**src/rtl/branch_resolve_unit_if.sv**
```systemverilog
// Fetch/execute <-> branch resolve unit bundle: allocation, resolution and retire-update signals.
// master: fetch/execute side, drives alloc*/resolve* and observes tag, freeze and the update outputs.
// slave: the resolve unit, receives alloc*/resolve* and drives allocTag, freeze and all retire outputs.
interface branch_resolve_unit_if #(
    parameter int WIDTH = 31,
    parameter int INDEX = 7,
    parameter int TAG_W = 3
);
    // allocation from fetch
    logic             allocValid;
    logic [WIDTH:0]   allocPC;
    logic [WIDTH:0]   allocPredictedPC;
    logic             allocRedirect;
    logic [INDEX:0]   allocGHRIndex;
    logic [1:0]       allocPHTState;
    logic             allocIsJAL;
    logic [TAG_W-1:0] allocTag;
    // resolution from execute
    logic             resolveValid;
    logic [TAG_W-1:0] resolveTag;
    logic             resolveTaken;
    logic [WIDTH:0]   resolveTarget;
    // retire / recovery back to fetch
    logic             freeze;
    logic             mispredict;
    logic             misdirect;
    logic [WIDTH:0]   validAddress;
    logic [WIDTH:0]   target;
    logic [WIDTH:0]   oldPC;
    logic             writeBTB;
    logic             isControl;
    logic             takenBranch;
    logic             branch;
    logic             isJAL;
    logic [INDEX:0]   updateIndex;
    logic [1:0]       newState;

    modport master (
        output allocValid, allocPC, allocPredictedPC, allocRedirect,
               allocGHRIndex, allocPHTState, allocIsJAL,
               resolveValid, resolveTag, resolveTaken, resolveTarget,
        input  allocTag, freeze, mispredict, misdirect, validAddress, target,
               oldPC, writeBTB, isControl, takenBranch, branch, isJAL,
               updateIndex, newState
    );

    modport slave (
        input  allocValid, allocPC, allocPredictedPC, allocRedirect,
               allocGHRIndex, allocPHTState, allocIsJAL,
               resolveValid, resolveTag, resolveTaken, resolveTarget,
        output allocTag, freeze, mispredict, misdirect, validAddress, target,
               oldPC, writeBTB, isControl, takenBranch, branch, isJAL,
               updateIndex, newState
    );
endinterface

```
**src/rtl/branch_resolve_unit.sv**
```systemverilog
// Branch resolve unit: in-order retire queue for fetched control instructions with out-of-order resolution.
// Latency: a resolve sampled at edge E makes the entry eligible; its retire outputs appear after edge E+1.
// Backpressure: freeze is raised while all DEPTH slots are occupied; allocations while full are dropped.
//
// Ports:
//   clk, reset : clock (rising edge) and asynchronous active-high reset
//   bus        : slave side of branch_resolve_unit_if
//                alloc*   - metadata of a fetched control instruction, allocTag returns its slot id
//                resolve* - actual outcome of a slot from execute (any order)
//                outputs  - registered retire pulses (mispredict, misdirect, writeBTB, isControl,
//                           branch) and held retire data (validAddress, target, oldPC, takenBranch,
//                           isJAL, updateIndex, newState); freeze is combinational from occupancy
module branch_resolve_unit #(
    parameter int WIDTH = 31,
    parameter int INDEX = 7,
    parameter int DEPTH = 8,
    parameter int TAG_W = 3
) (
    input  logic                  clk,
    input  logic                  reset,
    branch_resolve_unit_if.slave  bus
);

    localparam logic [TAG_W:0] FULL_COUNT = (TAG_W+1)'(DEPTH);
    localparam logic [WIDTH:0] PC_STEP    = (WIDTH+1)'(4);

    // Per-slot payload; valid/resolved flags live in separate vectors so only they need reset.
    typedef struct packed {
        logic [WIDTH:0] pc;
        logic [WIDTH:0] pred_pc;
        logic           redirect;
        logic [INDEX:0] ghr_index;
        logic [1:0]     pht_state;
        logic           is_jal;
        logic           taken;
        logic [WIDTH:0] res_target;
    } entry_t;

    entry_t             ent [DEPTH];
    logic [DEPTH-1:0]   ent_valid;
    logic [DEPTH-1:0]   ent_resolved;

    logic [TAG_W-1:0]   head;
    logic [TAG_W-1:0]   tail;
    logic [TAG_W:0]     count;

    logic               full;
    logic               retire;
    logic               head_taken;
    logic               ret_mispredict;
    logic               ret_misdirect;
    logic               flush;
    logic               do_alloc;
    logic               do_resolve;
    logic [WIDTH:0]     ret_next_pc;
    logic [1:0]         ret_state;
    entry_t             head_ent;

    // Registered retire outputs
    logic               mispredict_q;
    logic               misdirect_q;
    logic               write_btb_q;
    logic               is_control_q;
    logic               branch_q;
    logic               taken_q;
    logic               is_jal_q;
    logic [WIDTH:0]     valid_address_q;
    logic [WIDTH:0]     target_q;
    logic [WIDTH:0]     old_pc_q;
    logic [INDEX:0]     update_index_q;
    logic [1:0]         new_state_q;

    assign full         = (count == FULL_COUNT);
    assign bus.freeze   = full;
    assign bus.allocTag = tail;

    // Retire decision and outcome of the head entry
    always_comb begin
        head_ent       = ent[head];
        retire         = ent_valid[head] & ent_resolved[head];
        // Jumps are always taken regardless of what execute reported.
        head_taken     = head_ent.is_jal | head_ent.taken;
        ret_mispredict = (head_taken != head_ent.redirect);
        ret_misdirect  = head_taken & head_ent.redirect &
                         (head_ent.res_target != head_ent.pred_pc);
        flush          = retire & (ret_mispredict | ret_misdirect);
        // Everything younger than a wrong-path retire is discarded, including this cycle's traffic.
        do_alloc       = bus.allocValid & ~full & ~flush;
        do_resolve     = bus.resolveValid & ent_valid[bus.resolveTag] & ~flush;
        ret_next_pc    = head_taken ? head_ent.res_target : (head_ent.pc + PC_STEP);

        ret_state = head_ent.pht_state;
        if (head_taken) begin
            if (head_ent.pht_state != 2'b11) begin
                ret_state = head_ent.pht_state + 2'd1;
            end
        end else begin
            if (head_ent.pht_state != 2'b00) begin
                ret_state = head_ent.pht_state - 2'd1;
            end
        end
    end

    // Queue control: pointers, occupancy and slot flags
    always_ff @(posedge clk or posedge reset) begin
        if (reset) begin
            head         <= '0;
            tail         <= '0;
            count        <= '0;
            ent_valid    <= '0;
            ent_resolved <= '0;
        end else if (flush) begin
            head         <= '0;
            tail         <= '0;
            count        <= '0;
            ent_valid    <= '0;
            ent_resolved <= '0;
        end else begin
            if (do_alloc) begin
                ent_valid[tail]    <= 1'b1;
                ent_resolved[tail] <= 1'b0;
                tail               <= tail + 1'b1;
            end
            if (do_resolve) begin
                ent_resolved[bus.resolveTag] <= 1'b1;
            end
            // Placed last so a late resolve to the retiring slot cannot revive it.
            if (retire) begin
                ent_valid[head]    <= 1'b0;
                ent_resolved[head] <= 1'b0;
                head               <= head + 1'b1;
            end
            case ({do_alloc, retire})
                2'b10:   count <= count + 1'b1;
                2'b01:   count <= count - 1'b1;
                default: count <= count;
            endcase
        end
    end

    // Slot payload; stale contents of freed slots are never observed because the flags gate them.
    always_ff @(posedge clk) begin
        if (do_alloc) begin
            ent[tail].pc         <= bus.allocPC;
            ent[tail].pred_pc    <= bus.allocPredictedPC;
            ent[tail].redirect   <= bus.allocRedirect;
            ent[tail].ghr_index  <= bus.allocGHRIndex;
            ent[tail].pht_state  <= bus.allocPHTState;
            ent[tail].is_jal     <= bus.allocIsJAL;
            ent[tail].taken      <= 1'b0;
            ent[tail].res_target <= '0;
        end
        if (do_resolve) begin
            ent[bus.resolveTag].taken      <= bus.resolveTaken;
            ent[bus.resolveTag].res_target <= bus.resolveTarget;
        end
    end

    // Retire outputs: pulses last one cycle, data holds until the next retire.
    always_ff @(posedge clk or posedge reset) begin
        if (reset) begin
            mispredict_q    <= 1'b0;
            misdirect_q     <= 1'b0;
            write_btb_q     <= 1'b0;
            is_control_q    <= 1'b0;
            branch_q        <= 1'b0;
            taken_q         <= 1'b0;
            is_jal_q        <= 1'b0;
            valid_address_q <= '0;
            target_q        <= '0;
            old_pc_q        <= '0;
            update_index_q  <= '0;
            new_state_q     <= '0;
        end else begin
            mispredict_q <= retire & ret_mispredict;
            misdirect_q  <= retire & ret_misdirect;
            write_btb_q  <= retire & head_taken;
            is_control_q <= retire;
            branch_q     <= retire & ~head_ent.is_jal;
            if (retire) begin
                taken_q         <= head_taken;
                is_jal_q        <= head_ent.is_jal;
                valid_address_q <= ret_next_pc;
                target_q        <= head_ent.res_target;
                old_pc_q        <= head_ent.pc;
                update_index_q  <= head_ent.ghr_index;
                new_state_q     <= ret_state;
            end
        end
    end

    assign bus.mispredict   = mispredict_q;
    assign bus.misdirect    = misdirect_q;
    assign bus.writeBTB     = write_btb_q;
    assign bus.isControl    = is_control_q;
    assign bus.branch       = branch_q;
    assign bus.takenBranch  = taken_q;
    assign bus.isJAL        = is_jal_q;
    assign bus.validAddress = valid_address_q;
    assign bus.target       = target_q;
    assign bus.oldPC        = old_pc_q;
    assign bus.updateIndex  = update_index_q;
    assign bus.newState     = new_state_q;

endmodule

```
**src/flat_wrapper.sv**
```systemverilog
// flat-port wrapper written by rule: the top's interface ports become plain ports
module branch_resolve_unit_flat 
#(
    parameter int WIDTH = 31,
    parameter int INDEX = 7,
    parameter int DEPTH = 8,
    parameter int TAG_W = 3
)
  (clk, reset, bus_allocValid, bus_allocPC, bus_allocPredictedPC, bus_allocRedirect, bus_allocGHRIndex, bus_allocPHTState, bus_allocIsJAL, bus_resolveValid, bus_resolveTag, bus_resolveTaken, bus_resolveTarget, bus_allocTag, bus_freeze, bus_mispredict, bus_misdirect, bus_validAddress, bus_target, bus_oldPC, bus_writeBTB, bus_isControl, bus_takenBranch, bus_branch, bus_isJAL, bus_updateIndex, bus_newState);
  branch_resolve_unit_if #(.WIDTH(WIDTH), .INDEX(INDEX), .TAG_W(TAG_W)) bus_i ();
  input  logic clk;
  input  logic reset;
  input wire logic [$bits(bus_i.allocValid)-1:0] bus_allocValid;
  input wire logic [$bits(bus_i.allocPC)-1:0] bus_allocPC;
  input wire logic [$bits(bus_i.allocPredictedPC)-1:0] bus_allocPredictedPC;
  input wire logic [$bits(bus_i.allocRedirect)-1:0] bus_allocRedirect;
  input wire logic [$bits(bus_i.allocGHRIndex)-1:0] bus_allocGHRIndex;
  input wire logic [$bits(bus_i.allocPHTState)-1:0] bus_allocPHTState;
  input wire logic [$bits(bus_i.allocIsJAL)-1:0] bus_allocIsJAL;
  input wire logic [$bits(bus_i.resolveValid)-1:0] bus_resolveValid;
  input wire logic [$bits(bus_i.resolveTag)-1:0] bus_resolveTag;
  input wire logic [$bits(bus_i.resolveTaken)-1:0] bus_resolveTaken;
  input wire logic [$bits(bus_i.resolveTarget)-1:0] bus_resolveTarget;
  output wire logic [$bits(bus_i.allocTag)-1:0] bus_allocTag;
  output wire logic [$bits(bus_i.freeze)-1:0] bus_freeze;
  output wire logic [$bits(bus_i.mispredict)-1:0] bus_mispredict;
  output wire logic [$bits(bus_i.misdirect)-1:0] bus_misdirect;
  output wire logic [$bits(bus_i.validAddress)-1:0] bus_validAddress;
  output wire logic [$bits(bus_i.target)-1:0] bus_target;
  output wire logic [$bits(bus_i.oldPC)-1:0] bus_oldPC;
  output wire logic [$bits(bus_i.writeBTB)-1:0] bus_writeBTB;
  output wire logic [$bits(bus_i.isControl)-1:0] bus_isControl;
  output wire logic [$bits(bus_i.takenBranch)-1:0] bus_takenBranch;
  output wire logic [$bits(bus_i.branch)-1:0] bus_branch;
  output wire logic [$bits(bus_i.isJAL)-1:0] bus_isJAL;
  output wire logic [$bits(bus_i.updateIndex)-1:0] bus_updateIndex;
  output wire logic [$bits(bus_i.newState)-1:0] bus_newState;
  assign bus_i.allocValid = bus_allocValid;
  assign bus_i.allocPC = bus_allocPC;
  assign bus_i.allocPredictedPC = bus_allocPredictedPC;
  assign bus_i.allocRedirect = bus_allocRedirect;
  assign bus_i.allocGHRIndex = bus_allocGHRIndex;
  assign bus_i.allocPHTState = bus_allocPHTState;
  assign bus_i.allocIsJAL = bus_allocIsJAL;
  assign bus_i.resolveValid = bus_resolveValid;
  assign bus_i.resolveTag = bus_resolveTag;
  assign bus_i.resolveTaken = bus_resolveTaken;
  assign bus_i.resolveTarget = bus_resolveTarget;
  assign bus_allocTag = bus_i.allocTag;
  assign bus_freeze = bus_i.freeze;
  assign bus_mispredict = bus_i.mispredict;
  assign bus_misdirect = bus_i.misdirect;
  assign bus_validAddress = bus_i.validAddress;
  assign bus_target = bus_i.target;
  assign bus_oldPC = bus_i.oldPC;
  assign bus_writeBTB = bus_i.writeBTB;
  assign bus_isControl = bus_i.isControl;
  assign bus_takenBranch = bus_i.takenBranch;
  assign bus_branch = bus_i.branch;
  assign bus_isJAL = bus_i.isJAL;
  assign bus_updateIndex = bus_i.updateIndex;
  assign bus_newState = bus_i.newState;
  branch_resolve_unit #(.WIDTH(WIDTH), .INDEX(INDEX), .DEPTH(DEPTH), .TAG_W(TAG_W)) u_core (.clk(clk), .reset(reset), .bus(bus_i));
endmodule
```
**config.mk**
```make
export PLATFORM = sky130hd
export DESIGN_NAME = branch_resolve_unit_flat
export DESIGN_NICKNAME = d
export VERILOG_FILES = /design/src/rtl/branch_resolve_unit_if.sv /design/src/rtl/branch_resolve_unit.sv /design/src/flat_wrapper.sv
export SDC_FILE = /design/constraint.sdc
export NUM_CORES = 1
export LEC_CHECK = 0
export CORE_UTILIZATION = 35
export CTS_BUF_LIST = sky130_fd_sc_hd__clkbuf_8 sky130_fd_sc_hd__clkbuf_16
export DETAILED_ROUTE_END_ITERATION = 7
export GPL_ROUTABILITY_DRIVEN = 0
export RECOVER_POWER = 25
export REMOVE_ABC_BUFFERS = 1
export SKIP_LAST_GASP = 1
export SLEW_MARGIN = 10
export SYNTH_ARGS = -nofsm -noshare
export SYNTH_HDL_FRONTEND = slang
export SYNTH_SLANG_ARGS = --single-unit
export TNS_END_PERCENT = 50
```
**constraint.sdc**
```tcl
create_clock -name clk -period 17.5 [get_ports clk]
set_input_delay 3.5 -clock clk [delete_from_list [all_inputs] [get_ports clk]]
set_output_delay 3.5 -clock clk [all_outputs]
set_load 0.01 [all_outputs]
```
==> flow_summary.yaml <==
place:
  post_dp_cell_area_um2: 47000
  place_hpwl_um: 83200
  port_buffers: 232
  pre_cts_ws_ns: 10.13
routing:
  wire_per_inst_um: 27.7
  ant_nets: 0
  drc: 0
  first_iter_violations: 2362
  first_pass_iters: 6
  vias: 24760
  totalWireLength_um: 129000
  via_per_inst: 5.29
timing:
  skew_ns: 0.0273
  rsz0062_at_grt: "false"
  period_needed_ns: 7.29
  setup_slack_ns: 10.21
  max_slew_margin_pct: 12.9
  finalCritPeriodShare_pct: 41.7
  setup_viol: 0
  tightest_slew_ns: 1.27
  slew_viol_final: 0
  hold_violations: 0
  fmax_ghz: 0.137
  fin_setup_tns_ns: 0
hold_path:
  min_path_type: "flop to flop"
synthesis:
  seq_area_frac_synth_pct: 69.7
  synthDistinctLibCells: 76
  synth-main-ff-cell: "edfxtp_1"
  synth_seq_cells: 1011
  ys_warn_count: 0
  synth-edff-count: 872
  syn_inst: 2702
  syn_avg_cell_area_um2: 15.7
  synthArstFlopShare_pct: 13.7
  synth_area_um2: 42500
floorplan:
  rows: 127
  die_x_um: 351
  io_pins: 233
  core_um2: 120000
  start_util_pct: 35.4
  die_y_um: 351
  dieArea_um2: 123000
clock_network:
  post_cts_resize_count: 0
  cts_made_buffers: 106
  hold_buffers: 0
  clkTransAtPathRegs_ns: 0.06
  clock_path_buffers: 3
  clk_latency_ns: 0.70
  cts_max_level: 3
  root_buffer: "clkbuf_16"
  clkSinkCount: 1011
  cts_tree: "done"
  cts_setup_buffers: 0
global_routing:
  grt_overflow_total: 0
  grt_pass1_vias: 24716
  antenna_found_initial: 36
  grt_pass1_wl_um: 184000
  grt_start_max_net_pins: 116
  grtUsageTotal_pct: 21.0
worst_setup_path:
  worstPathRequired_ns: 17.80
  critical_path_arrival_ns: 7.59
  worst_setup_path_start_kind: "flop"
  worst-setup-path-type: "flop to flop"
  end_kind: "flop"
  cp_max_fo: 62
pwr:
  power_leakage_uw: 0.0171
  p_per_area_nw_per_um2: 165
  total_power_uw: 8320
  ir_worst_vdd_mv: 0.0927
finish:
  nets: 3093
  fillers: 10778
  final_common_cell: "edfxtp_1"
  final_cell_mix: "edfxtp_1 (872), and2_1 (271), clkdlybuf4s50_1 (163)"
  stdcell_area_um2: 50400
  drive_gt1_share_pct: 14.0
  syn_to_final_growth_pct: 18.5
run_status:
  status: "completed"
run:
  max_cap_violations: 0
routing by layer:
metal  global-route usage (%)  vias up  share of wire [%]  routed length, um
li1                         -    10840                  -                  -
met1                     27.5    12649                 41              52700
met2                     33.5     1014                 47              60500
met3                     6.42      231                9.5              12300
met4                     6.51       26                2.9               3750
met5                        0        -               0.11                141
through the flow:
| step | instances | hold slack, ns | utilization [%] |
|---|---|---|---|
| after floorplan | 2551 | 0.497 | - |
| after global placement | 4473 | 0.462 | 39.0 |
| after detailed placement | 4473 | 0.463 | 39.0 |
| after CTS | 4671 | 0.478 | 41.9 |
| after global routing | 4674 | 0.499 | 41.9 |
| final | 4678 | 0.472 | 41.9 |
logic make-up after synthesis:
group / share of synthesized area, %
xor+xnor: 4.74
flops: 69.7
buf+inv: 1.74
compound gates: 6.02
simple gates: 8.68
mux: 8.82
fa+ha+maj: 0.259
flip-flops by register name, indices dropped and copies added, names as in the netlist:
name                     count
u_core.ent                 872
u_core.bus.oldPC            32
u_core.bus.target           32
u_core.bus.validAddress     32
u_core.bus.updateIndex       8
u_core.ent_resolved          8
u_core.ent_valid             8
u_core.count                 4
u_core.bus.allocTag          3
u_core.head                  3
u_core.bus.newState          2
u_core.bus.branch            1
u_core.bus.isControl         1
u_core.bus.isJAL             1
u_core.bus.misdirect         1
u_core.bus.mispredict        1
u_core.bus.takenBranch       1
u_core.bus.writeBTB          1
power by group:
group	switching, uW	leakage [uW]	total (uW)	internal [uW]
combinational	1720	0.00564	2730	1010
clock	948	0.00178	2210	1260
sequential	246	0.00972	3380	3130
total	2920	0.0171	8320	5400
worst max-delay path, cell delays in order, from the launching register on:
cell and delay (ns):
dfrtp_4 0.73, buf_4 0.70, nand2b_1 0.54, nor2_1 0.08
buf_4 0.23, a22oi_1 0.21, nand4_1 0.16, and4b_2 0.30
buf_4 0.57, inv_1 0.32, ha_1 0.41, nand3b_1 0.19
o21a_2 0.26, buf_4 0.30, nor2_4 0.76, buf_4 0.88
final cells by class:
type,count,area [um2],area share (%)
Antenna cell,7,17.5,0.0348
Clock buffer,115,2780,5.51
Clock inverter,83,649,1.29
Inverter,13,55.1,0.109
Multi-Input combinational cell,1527,12300,24.4
Sequential cell,1011,29700,58.9
Tap cell,1612,2020,4.00
Timing Repair Buffer,310,2920,5.79
synth_stat cells (7+ instances only):
cell type | count | area, um2
and3_1 | 11 | 68.8
nor2b_1 | 10 | 62.6
buf_1 | 8 | 30.0
a31oi_1 | 17 | 106
mux2_2 | 25 | 282
xor2_1 | 109 | 955
a221oi_1 | 42 | 368
a222oi_1 | 9 | 90.1
nor2_1 | 116 | 435
nand4_1 | 14 | 87.6
xnor2_1 | 121 | 1060
nand3_1 | 20 | 100
o2bb2ai_1 | 7 | 61.3
edfxtp_1 | 872 | 26200
nor4_1 | 10 | 62.6
mux4_2 | 120 | 2700
a22oi_1 | 34 | 255
dfrtp_1 | 139 | 3480
a221o_1 | 10 | 100
clkbuf_1 | 78 | 293
nand2b_1 | 9 | 56.3
and2_1 | 271 | 1700
nor3_1 | 19 | 95.1
a21oi_1 | 61 | 305
inv_1 | 10 | 37.5
o21ai_0 | 134 | 671
o211ai_1 | 9 | 67.6
nand3b_1 | 9 | 67.6
buf_2 | 40 | 200
o22ai_1 | 11 | 68.8
ha_1 | 8 | 100
nand2_1 | 147 | 552
clkbuf_2 | 15 | 75.1
a22o_1 | 13 | 114
mux2i_1 | 74 | 741
path summary, 6_finish.rpt:
path	slack (ns)	startpoint	cells past startpoint	endpoint
max	10.21	u_core.head[1]	15	u_core.ent[4][62]
min	0.47	u_core.bus.oldPC[31]	2	u_core.bus.oldPC[31]
max reg2reg	10.21	u_core.head[1]	15	u_core.ent[4][62]
min reg2reg	0.47	u_core.bus.oldPC[31]	2	u_core.bus.oldPC[31]
max in group asynchronous	12.78	reset	3	u_core.bus.target[0]
min in group asynchronous	3.32	reset	2	u_core.bus.target[5]
Power figures use the tool's default switching activity.
